<file path="src/rtl/ysyx_25020037_stage_seq_pkg.sv">
// Shared definitions for the multicycle stage sequencer: state codes,
// default parameters and a small state-classification helper.
package ysyx_25020037_stage_seq_pkg;

    typedef enum logic [2:0] {
        ST_IDLE = 3'd0,
        ST_IF   = 3'd1,
        ST_ID   = 3'd2,
        ST_EX   = 3'd3,
        ST_LS   = 3'd4,
        ST_WB   = 3'd5,
        ST_HALT = 3'd6,
        ST_ERR  = 3'd7
    } stage_e;

    localparam int DEF_TIMEOUT_CYC = 1024;
    localparam int DEF_CNT_W       = 64;
    // Wide enough for the largest legal TIMEOUT_CYC (65535).
    localparam int WAIT_W          = 16;

    function automatic logic is_wait_state(input stage_e s);
        return (s == ST_IF) || (s == ST_ID) || (s == ST_EX) ||
               (s == ST_LS) || (s == ST_WB);
    endfunction

endpackage

</file>
<file path="src/rtl/ysyx_25020037_perf_cnt.sv">
// Cycle and retired-instruction counters with a freeze control; intended to
// back mcycle/minstret later. Both counters wrap silently.
module ysyx_25020037_perf_cnt #(
    parameter int CNT_W = 64
) (
    input  logic             clk,
    input  logic             rst,
    input  logic             cycle_inc,
    input  logic             instret_inc,
    input  logic             freeze,
    output logic [CNT_W-1:0] cycle_cnt,
    output logic [CNT_W-1:0] instret_cnt
);

    logic [CNT_W-1:0] cycle_cnt_reg;
    logic [CNT_W-1:0] instret_cnt_reg;

    always_ff @(posedge clk or posedge rst) begin
        if (rst) begin
            cycle_cnt_reg   <= '0;
            instret_cnt_reg <= '0;
        end else if (!freeze) begin
            if (cycle_inc) begin
                cycle_cnt_reg <= cycle_cnt_reg + CNT_W'(1);
            end
            if (instret_inc) begin
                instret_cnt_reg <= instret_cnt_reg + CNT_W'(1);
            end
        end
    end

    assign cycle_cnt   = cycle_cnt_reg;
    assign instret_cnt = instret_cnt_reg;

endmodule

</file>
<file path="src/rtl/ysyx_25020037_stage_seq.sv">
// Multicycle instruction sequencer: launches IF/ID/EX/LS/WB in order, waits for
// each done pulse, skips LS for non-memory ops, halts on ebreak, times out hung stages.
module ysyx_25020037_stage_seq
    import ysyx_25020037_stage_seq_pkg::*;
#(
    parameter int TIMEOUT_CYC = DEF_TIMEOUT_CYC,
    parameter int CNT_W       = DEF_CNT_W
) (
    input  logic             clk,
    input  logic             rst,
    input  logic             run_en,
    output logic             if_go,
    input  logic             if_done,
    output logic             id_go,
    input  logic             id_done,
    input  logic             id_need_mem,
    input  logic             id_halt,
    output logic             ex_go,
    input  logic             ex_done,
    output logic             ls_go,
    input  logic             ls_done,
    output logic             wb_go,
    input  logic             wb_done,
    output logic             commit,
    output logic             halted,
    output logic             err,
    output logic [2:0]       err_stage,
    output logic [2:0]       state_o,
    output logic [CNT_W-1:0] cycle_cnt,
    output logic [CNT_W-1:0] instret_cnt
);

    localparam logic [WAIT_W-1:0] WAIT_LAST = WAIT_W'(TIMEOUT_CYC - 1);

    stage_e            state_reg;
    stage_e            state_next;
    logic              first_reg;
    logic [WAIT_W-1:0] wait_cnt_reg;
    logic              need_mem_reg;
    logic              halt_reg;
    logic              halted_reg;
    logic              err_reg;
    logic [2:0]        err_stage_reg;

    logic done_cur;
    logic in_wait;
    logic timeout;
    logic frozen;

    always_comb begin
        done_cur   = 1'b0;
        state_next = state_reg;
        if_go      = 1'b0;
        id_go      = 1'b0;
        ex_go      = 1'b0;
        ls_go      = 1'b0;
        wb_go      = 1'b0;
        commit     = 1'b0;
        in_wait    = is_wait_state(state_reg);

        case (state_reg)
            ST_IDLE: begin
                if (run_en) state_next = ST_IF;
            end
            ST_IF: begin
                if_go    = first_reg;
                done_cur = if_done;
                if (if_done) state_next = ST_ID;
            end
            ST_ID: begin
                id_go    = first_reg;
                done_cur = id_done;
                if (id_done) state_next = ST_EX;
            end
            ST_EX: begin
                ex_go    = first_reg;
                done_cur = ex_done;
                if (ex_done) state_next = need_mem_reg ? ST_LS : ST_WB;
            end
            ST_LS: begin
                ls_go    = first_reg;
                done_cur = ls_done;
                if (ls_done) state_next = ST_WB;
            end
            ST_WB: begin
                wb_go    = first_reg;
                done_cur = wb_done;
                commit   = wb_done;
                if (wb_done) begin
                    if (halt_reg)    state_next = ST_HALT;
                    else if (run_en) state_next = ST_IF;
                    else             state_next = ST_IDLE;
                end
            end
            default: ;
        endcase

        // A done arriving in the last allowed cycle beats the timeout.
        timeout = in_wait && !done_cur && (wait_cnt_reg == WAIT_LAST);
        if (timeout) state_next = ST_ERR;
    end

    always_ff @(posedge clk or posedge rst) begin
        if (rst) begin
            state_reg     <= ST_IDLE;
            first_reg     <= 1'b0;
            wait_cnt_reg  <= '0;
            need_mem_reg  <= 1'b0;
            halt_reg      <= 1'b0;
            halted_reg    <= 1'b0;
            err_reg       <= 1'b0;
            err_stage_reg <= 3'd0;
        end else begin
            state_reg <= state_next;
            // Wait states never loop onto themselves, so a change of state is an entry.
            first_reg <= (state_next != state_reg) && is_wait_state(state_next);
            if (state_next != state_reg) begin
                wait_cnt_reg <= '0;
            end else if (in_wait) begin
                wait_cnt_reg <= wait_cnt_reg + WAIT_W'(1);
            end
            if (state_reg == ST_ID && id_done) begin
                need_mem_reg <= id_need_mem;
                halt_reg     <= id_halt;
            end
            if (state_next == ST_HALT) begin
                halted_reg <= 1'b1;
            end
            if (timeout) begin
                err_reg       <= 1'b1;
                err_stage_reg <= state_reg;
            end
        end
    end

    assign frozen = (state_reg == ST_HALT) || (state_reg == ST_ERR);

    ysyx_25020037_perf_cnt #(
        .CNT_W(CNT_W)
    ) u_perf_cnt (
        .clk         (clk),
        .rst         (rst),
        .cycle_inc   (1'b1),
        .instret_inc (commit),
        .freeze      (frozen),
        .cycle_cnt   (cycle_cnt),
        .instret_cnt (instret_cnt)
    );

    assign halted    = halted_reg;
    assign err       = err_reg;
    assign err_stage = err_stage_reg;
    assign state_o   = state_reg;

endmodule

</file>
<file path="config.mk">
export PLATFORM = sky130hd
export DESIGN_NAME = ysyx_25020037_stage_seq
export DESIGN_NICKNAME = d
export VERILOG_FILES = /design/src/rtl/ysyx_25020037_stage_seq_pkg.sv /design/src/rtl/ysyx_25020037_perf_cnt.sv /design/src/rtl/ysyx_25020037_stage_seq.sv
export SDC_FILE = /design/constraint.sdc
export NUM_CORES = 1
export LEC_CHECK = 0
export ABC_AREA = 1
export BUFFER_PORTS_ARGS = -buffer_cell sky130_fd_sc_hd__buf_2
export CAP_MARGIN = 30
export CELL_PAD_IN_SITES_DETAIL_PLACEMENT = 1
export CELL_PAD_IN_SITES_GLOBAL_PLACEMENT = 2
export CORE_MARGIN = 10
export CORE_UTILIZATION = 35
export DETAILED_ROUTE_END_ITERATION = 10
export HOLD_SLACK_MARGIN = 0.12
export PLACE_DENSITY_LB_ADDON = 0.1
export SLEW_MARGIN = 40
export SYNTH_ARGS = -nofsm -noshare
export SYNTH_HDL_FRONTEND = slang
export SYNTH_SLANG_ARGS = --single-unit
</file>
<file path="constraint.sdc">
create_clock -name clk -period 7.2 [get_ports clk]
set_clock_uncertainty 0.2 [all_clocks]
set_input_delay 0.72 -clock clk [delete_from_list [all_inputs] [get_ports clk]]
set_output_delay 0.72 -clock clk [all_outputs]
set_load 0.02 [all_outputs]
</file>
==> results of run 1 <==
## Yosys cell counts, types with 2 or more instances
library cell / instances / area [µm²]
sky130_fd_sc_hd__ha_1: 3 / 37.54
sky130_fd_sc_hd__o21ai_1: 3 / 15.01
sky130_fd_sc_hd__xor2_1: 73 / 639.4
sky130_fd_sc_hd__nor2_2: 9 / 56.30
sky130_fd_sc_hd__nand3b_1: 2 / 15.01
sky130_fd_sc_hd__nor3_2: 3 / 30.03
sky130_fd_sc_hd__nand3_1: 74 / 370.4
sky130_fd_sc_hd__inv_1: 160 / 600.6
sky130_fd_sc_hd__clkbuf_1: 3 / 11.26
sky130_fd_sc_hd__dfrtp_1: 155 / 3879
sky130_fd_sc_hd__nor3b_1: 5 / 37.54
sky130_fd_sc_hd__nor4_1: 10 / 62.56
sky130_fd_sc_hd__xnor2_1: 51 / 446.7
sky130_fd_sc_hd__o21ai_0: 31 / 155.2
sky130_fd_sc_hd__nand4_4: 2 / 42.54
sky130_fd_sc_hd__nor2_4: 11 / 123.9
sky130_fd_sc_hd__nand4_1: 48 / 300.3
sky130_fd_sc_hd__a21oi_2: 2 / 17.52
sky130_fd_sc_hd__nand2_1: 271 / 1017
sky130_fd_sc_hd__nand2_2: 5 / 31.28
sky130_fd_sc_hd__nor3_1: 58 / 290.3
sky130_fd_sc_hd__nand3_4: 2 / 35.03
sky130_fd_sc_hd__buf_2: 2 / 10.01
sky130_fd_sc_hd__buf_6: 2 / 22.52
sky130_fd_sc_hd__nor2_1: 158 / 593.1
sky130_fd_sc_hd__inv_2: 4 / 15.01
sky130_fd_sc_hd__buf_4: 2 / 15.01
## cell families after synthesis
family / count (synthesis) / share of synthesized area
and+or+nand+nor: 661 / 0.3392
buffers and inverters: 175 / 0.07640
DFF: 155 / 0.4330
xor gates and xnor gates: 124 / 0.1212
AOI/OAI and AO/OA: 41 / 0.02486
adders and majority gates: 3 / 0.004190
muxes: 1 / 0.001117
## where the power goes
part	internal (µW)	switching [µW]	leakage [µW]	total, µW
sequential	935	97.0	0.00208	1030
combinational	165	433	0.00290	599
clock	522	396	0.000276	918
## path summary, 6_finish.rpt
path | endpoint | cells past startpoint | start | slack [ps]
hold reg to reg | err | 2 | err | 270
min in group clk | err | 2 | err | 270
setup reg to reg | u_perf_cnt.cycle_cnt[52] | 9 | state_o[2] | 4490
setup / recovery | commit | 3 | state_o[0] | 4310
hold / removal | u_perf_cnt.cycle_cnt[5] | 2 | rst | 190
max in group asynchronous | u_perf_cnt.instret_cnt[37] | 3 | rst | 5550
## metrics by stage
stage / util / setup slack, ps / hold WS (ps) / power [µW] / instance area, µm²
global placement: 0.4006 / 4461 / 263.3 / 1651 / 10090
global route: 0.4242 / 4185 / 238.2 / 2697 / 10680
floorplan: - / 2102 / 304.3 / 1478 / 8959
detailed placement: 0.4009 / 4408 / 262.4 / 1662 / 10090
CTS: 0.4242 / 4255 / 222.8 / 2590 / 10680
finish: 0.4242 / 4311 / 188.1 / 2548 / 10680
## cell type report
| type | count | share of cell area |
|---|---|---|
| multi-input cells | 830 | 0.4115 |
| flip-flops and latches | 155 | 0.3631 |
| repair buffers | 153 | 0.07251 |
| inverters | 166 | 0.05927 |
| clock buffers | 19 | 0.04147 |
| well taps | 330 | 0.03866 |
| clock inverters | 13 | 0.01347 |
## layer usage
| layer | share of wire | vias to the layer above | GRT usage |
|---|---|---|---|
| met3 | 0.034 | 23 | 0.03092 |
| met4 | 0.012 | 0 | 0.04367 |
| li1 | - | 4006 | - |
| met2 | 0.52 | 127 | 0.3458 |
| met5 | 0 | - | 0 |
| met1 | 0.43 | 4042 | 0.2257 |
==> run summary, run 1 <==
The final HPWL from detailed placement is 24360 µm. The floorplan step set the die width to 180.0 µm. The share of synthesized flip-flops with an asynchronous set or reset came out at 1.000.

Leaving out fill and tap cells, the most frequent cells in the layout are sky130_fd_sc_hd__nand2_1, sky130_fd_sc_hd__inv_1, sky130_fd_sc_hd__nor2_1, sky130_fd_sc_hd__dfrtp_1, sky130_fd_sc_hd__buf_2. The pre-antenna-repair detailed-routing pass consisted of 4 iterations. Summed over all layers, the routed wires come to 30570 µm. The initial core utilization was 0.3558; the number of DRC markers in iteration 0 was 385. In this run the static leakage power is 0.005256 µW. The element type at the critical path end is an output port. I/O pin count: 152. For this design the ratio of total power to cell area is 238.6 nW/µm².

On the critical path, the stage with the largest delay is an instance of sky130_fd_sc_hd__dfrtp_1. The most used flip-flop cell after synthesis is sky130_fd_sc_hd__dfrtp_1. The run gives 0 as the post-CTS setup buffer count.

The number of enable flip-flop cells after synthesis was 0; the actual slew at the worst max-slew pin was 673.8 ps. The total overflow left after global routing is 0. Across the VDD grid, the largest voltage drop is 134.3 µV.

The Yosys step of the flow raised 0 warnings. The source-to-sink clock delay at the later pin of the worst-skew pair was 430 ps. The run gives 58 as the number of standard-cell rows in the floorplan. Summing all multi-input logic gate instances after layout gives 4395 µm². The logs give 8951 for the via count of the first global-routing pass and 0.3462 GHz for the achievable clock frequency. From synthesis to final layout, the design area changed by 19.23%.

The depth of the CTS H-tree was 4; the global-route wire length before repair was 49910 µm. Counting I/O delays and the setup requirement, the final critical path takes 2889 ps. The clock transition time at the flip-flop clock pins of the worst setup and hold paths was 60 ps; the quantity of gates resized following cts was 0. After synthesis the netlist holds a flip-flop and latch count of 155. The critical path is of the flip-flop to output port type. CTS placed an instance of sky130_fd_sc_hd__clkbuf_16 at the clock tree root.

The final hold violation count was 0; the aggregate negative setup slack was 0 ps. Along the worst path, the maximum fanout reaches 14. The total nets after synthesis was 1173; the number of diodes was 0. The tools report the max-slew violation count as 0.

The final worst-path cycle share is 0.4012, and the routed wirelength normalized by instance count is 18.35 µm. STA puts the critical path data required time at 6280 ps. The die is 180.0 µm tall.

For the post-synthesis cell type count, the log shows 38. Counting every instance in the synthesized netlist gives 1160. In this run the worst hold path is classified as input pin to asynchronous set/reset pin.

The tools report the total number of vias as 8198. The flow ran to the end, and the final reports show no timing, DRC or antenna violations. TritonCTS built the clock tree. Setup repair after global routing left no endpoint under its margin. Excluding fillers, the count of instances in the completed layout stands at 1666. The clock passes through at most 2 buffers. Clock tree synthesis inserted a total of 17 buffers. Entering global routing, the biggest net connects 90 pins. The gate family responsible for the most delay along the worst path was flip-flops. The floorplan step defined a core boundary enclosing 25180 µm². For this design, the sink count on the clock tree is 155.

The sequential-to-total area share from yosys stat is 0.4330, and the buffer and inverter count on the worst path is 2. The worst max-slew margin expressed relative to the limit is 0.5473. After detailed routing, the number of remaining DRC violations is 0. The initial antenna violation count was 0. Registers take 3879 µm². For the number of placed cells counting well taps, the log shows 1634.

Total of max-cap violations: 0. A synthesized cell averages 7.723 µm². The layout filler cell count came out at 3160. The signal on the critical path passes through nand4_4 -> inv_2 -> buf_2. The overall track demand over capacity in global routing came out at 0.1891.

The tools report the kind of launch point of the worst setup path as a flip-flop. The number of nets in the final layout is 1336, and the critical path's largest stage delay is 610 ps. During placement, the flow inserted port buffers numbering 151.

The number of hold buffers added after CTS was 0. At the end of routability-driven placement, the weighted congestion stood at 0.8790. The commonest non-fill, non-tap cell in the layout was sky130_fd_sc_hd__nand2_1. The remaining antenna violation count was 0. The die covers 32390 µm².

Data on the critical path arrives at its endpoint at 1970 ps. Setup violations remaining at the end of the flow were counted as 0. Share of layout cells above drive strength 1: 0.1699. The cell area after synthesis is 8959 µm².

The via density per instance works out to 4.921.
Power figures use the tool's default switching activity.
==> inputs of run 2 (changes only) <==
--- a/config.mk
+++ b/config.mk
@@ -11,7 +11,7 @@
 export CELL_PAD_IN_SITES_DETAIL_PLACEMENT = 1
 export CELL_PAD_IN_SITES_GLOBAL_PLACEMENT = 2
 export CORE_MARGIN = 10
-export CORE_UTILIZATION = 35
+export CORE_UTILIZATION = 30
 export DETAILED_ROUTE_END_ITERATION = 10
 export HOLD_SLACK_MARGIN = 0.12
 export PLACE_DENSITY_LB_ADDON = 0.1
==> constraint.sdc (replaced) <==
create_clock -name clk -period 2.5 [get_ports clk]
set_clock_uncertainty 0.2 [all_clocks]
set_input_delay 0.25 -clock clk [delete_from_list [all_inputs] [get_ports clk]]
set_output_delay 0.25 -clock clk [all_outputs]
set_load 0.02 [all_outputs]
==> run summary, run 2 (synthesized netlist as in run 1, its figures left out) <==
The run finished with clean final reports. Routed wirelength normalized by instance count: 17.86 µm (-2.7%). The worst setup path is launched from a flip-flop.

The clock transition time at the flip-flop clock pins of the worst setup and hold paths was 80 ps (+20 ps); the post-CTS setup buffer count was 0 (unchanged). The total DRC errors in the routed layout is 0 (unchanged), and the maximum buffer depth of the clock tree is 2 (unchanged). The overall track demand over capacity in global routing is 0.1742 (-0.01496), and the remaining global-route overflow is 0 (unchanged). The number of nets in the final layout was 1391 (+4.1%); the clock sink total was 155 (unchanged). Number of detailed-route iterations in the first pass: 4 (unchanged). The worst setup path startpoint was u_perf_cnt.cycle_cnt[8]. Via density per instance: 4.615 (-6.2%). The x dimension of the die was 192.8 µm (+7.1%). The maximum fanout encountered on the critical timing path is 4 (-10), and the met3 layer usage reported by global route is 0.02620 (-0.004722).

The logs give 0.263 (+0.028) for the share of power burned in combinational logic and 0 (unchanged) for the final-report setup violation count. The share of total power in the clock network was 0.352 (-0.008); the share of layout cells above drive strength 1 was 0.2035 (+0.03354). The path category of the worst min-delay check is input pin to flip-flop. Internal power: 4779 µW (+190%).

The routability congestion estimate is 0.8605 (-2.1%), and the power density over the cells is 672.5 nW/µm² (+180%). Setup repair after global routing left no endpoint under its margin. Relative to the synthesized area, the layout overhead comes to 25.48%. Critical path start-end classification: flip-flop to flip-flop.

The pin count of the biggest net entering global routing is 78 (-13%). The achievable clock frequency is 0.4209 GHz, and the switching portion of total power is 0.3678 (+0.004216). The worst reg2reg path startpoint is u_perf_cnt.cycle_cnt[8].

TritonCTS built the clock tree. The run gives 0.3031 (-0.05269) as the initial core utilization. Element type at the critical path end: a flip-flop.

The met1 track demand over resource was 0.2185 (-0.007147); the standby leakage power was 0.005547 µW (+5.5%). The tools report the I/O pin count as 152 (unchanged). The number of diodes is 0 (unchanged), and the worst max-slew margin expressed relative to the limit is 0.6015 (+0.05418).

The via count of the first global-routing pass was 8902 (-0.55%); the final HPWL from detailed placement was 25900 µm (+6.3%). The non-filler instance count after layout is 1781 (+6.9%), and the number of buffers inserted by port buffering is 151 (unchanged). The number of DRC markers in iteration 0 is 275 (-29%). The logs give 50390 µm (+0.95%) for the global-route wire length before repair and 4 (unchanged) for the depth of the CTS H-tree.

The initial antenna violation count is 0 (unchanged), and the final total power is 7560 µW (+200%). In the layout the commonest cells are sky130_fd_sc_hd__nand2_1, sky130_fd_sc_hd__inv_1, sky130_fd_sc_hd__nor2_1, sky130_fd_sc_hd__dfrtp_1, sky130_fd_sc_hd__buf_2. The logs give 440 ps (about the same) for the source-to-sink clock delay at the later pin of the worst-skew pair and 2630 ps (-3650 ps) for the worst endpoint required time.

The run gives 120 ps (-4370 ps) as the setup slack on the worst flop-to-flop path. The critical path ends at u_perf_cnt.cycle_cnt[62]. For the total die area, the log shows 37170 µm² (+15%). For the final hold violation count, the log shows 0 (unchanged).

The endpoint identified for the worst register-to-register timing path is u_perf_cnt.cycle_cnt[62]. The post-route minimum period was 2376 ps; the number of placed cells counting well taps was 1742 (+6.6%). The actual slew at the worst max-slew pin was 596.4 ps (-77.38 ps).

Y dimension of the die: 192.8 µm (+7.1%). The tools report the aggregate negative setup slack as 0 ps (unchanged). For the number of CTS-inserted buffers, the log shows 17 (unchanged).

Total of max-cap violations: 0 (unchanged). The library cell used most frequently in the layout, excluding fill and tap cells, is sky130_fd_sc_hd__nand2_1. The remaining antenna violation count was 0 (unchanged); the cell depth of the worst min-delay path was 4. In this run the clock root is driven by a sky130_fd_sc_hd__clkbuf_16. The run gives 0.3047 (-0.04109) as the met2 usage in global routing.

Net switching power of the design: 2781 µW (+200%). The run gives 8220 (+0.27%) as the total number of vias. The run gives 0.384 (-0.021) as the portion of total power attributed to sequential cells. In this run the most used layer during global routing was met2. The wire length after detailed routing is 31800 µm (+4.0%), and the critical path arrival is 2500 ps (+530 ps).

Max-slew violation count: 0 (unchanged). The tools report the highest ir drop seen on vdd as 430.5 µV (+220%). Final worst-path cycle share: 0.9503. The core box area was 29560 µm² (+17%); the number of standard-cell rows in the floorplan was 63 (+8.6%). The length in cells of the worst reg-to-reg path is 10 (+1).
run 2: cell types whose count changed in the layout (fill, tap and decap cells not counted), moves of 3 or more:
cell and change:
sky130_fd_sc_hd__inv_6 +4, sky130_fd_sc_hd__buf_4 +46, sky130_fd_sc_hd__buf_12 +3, sky130_fd_sc_hd__nor2_2 +3, sky130_fd_sc_hd__dlygate4sd3_1 +7, sky130_fd_sc_hd__nor2_1 -4
run 2: what timing repair did:
action | CTS | global route
hold buffers | 7 | 0
endpoints found under the hold margin | 148 | 0
setup endpoints to repair | 0 | 12
resized for setup | 0 | 8
run 2: cell type report:
type,count,area [µm²]
fillers,3672,18320
multi-input cells,830,4420
flip-flops and latches,155,3880
repair buffers,208,1239
inverters,166,629.4
well taps,390,488.0
clock buffers,19,452.9
clock inverters,13,131.4
run 2: worst min-delay path by stage:
stage             from                       end  slack (ps)
2_1_floorplan  id_halt                  halt_reg         170
3_3_place_gp       rst   u_perf_cnt.cycle_cnt[8]          90
3_5_place_dp       rst  u_perf_cnt.cycle_cnt[11]         100
4_1_cts        id_done                  halt_reg         120
5_1_grt            rst   u_perf_cnt.cycle_cnt[9]         200
6_report       id_done              need_mem_reg         140
run 2: per-stage QoR:
step / hold WS, ps / worst slack [ps] / area (µm²) / util
CTS: 124.3 / 108.2 / 11210 / 0.3794
global placement: 92.07 / 137.7 / 10560 / 0.3572
floorplan: 171.0 / 91.10 / 8962 / -
finish: 144.8 / 124.2 / 11240 / 0.3803
global route: 199.2 / 0.6437 / 11240 / 0.3803
detailed placement: 98.31 / 111.9 / 10560 / 0.3572
run 2: layer usage:
layer / wire, µm / up-vias
li1: - / 4117
met2: 15910 / 120
met3: 1077 / 23
met5: 0 / -
met1: 14450 / 3960
met4: 366 / 0
run 2: power groups by stage:
stage | Sequential, µW | Clock [µW] | Combinational [µW]
finish | 2900 | 2660 | 1990
global route | 2950 | 2850 | 2220
CTS | 2910 | 2740 | 2050
detailed placement | 2950 | 0 | 2020
global placement | 2940 | 0 | 2020
floorplan | 3080 | 0 | 1170
run 2: worst max-delay path, stage by stage (launching register included):
cell and delay [ps]:
sky130_fd_sc_hd__dfrtp_1 420, sky130_fd_sc_hd__nand2_1 150, sky130_fd_sc_hd__nor2_1 270, sky130_fd_sc_hd__nand2_1 80, sky130_fd_sc_hd__nor2_1 190, sky130_fd_sc_hd__nor3b_1 540
sky130_fd_sc_hd__nand3_1 150, sky130_fd_sc_hd__nand2_1 90, sky130_fd_sc_hd__nand2_1 50, sky130_fd_sc_hd__nand2_1 50, sky130_fd_sc_hd__o21ai_0 70
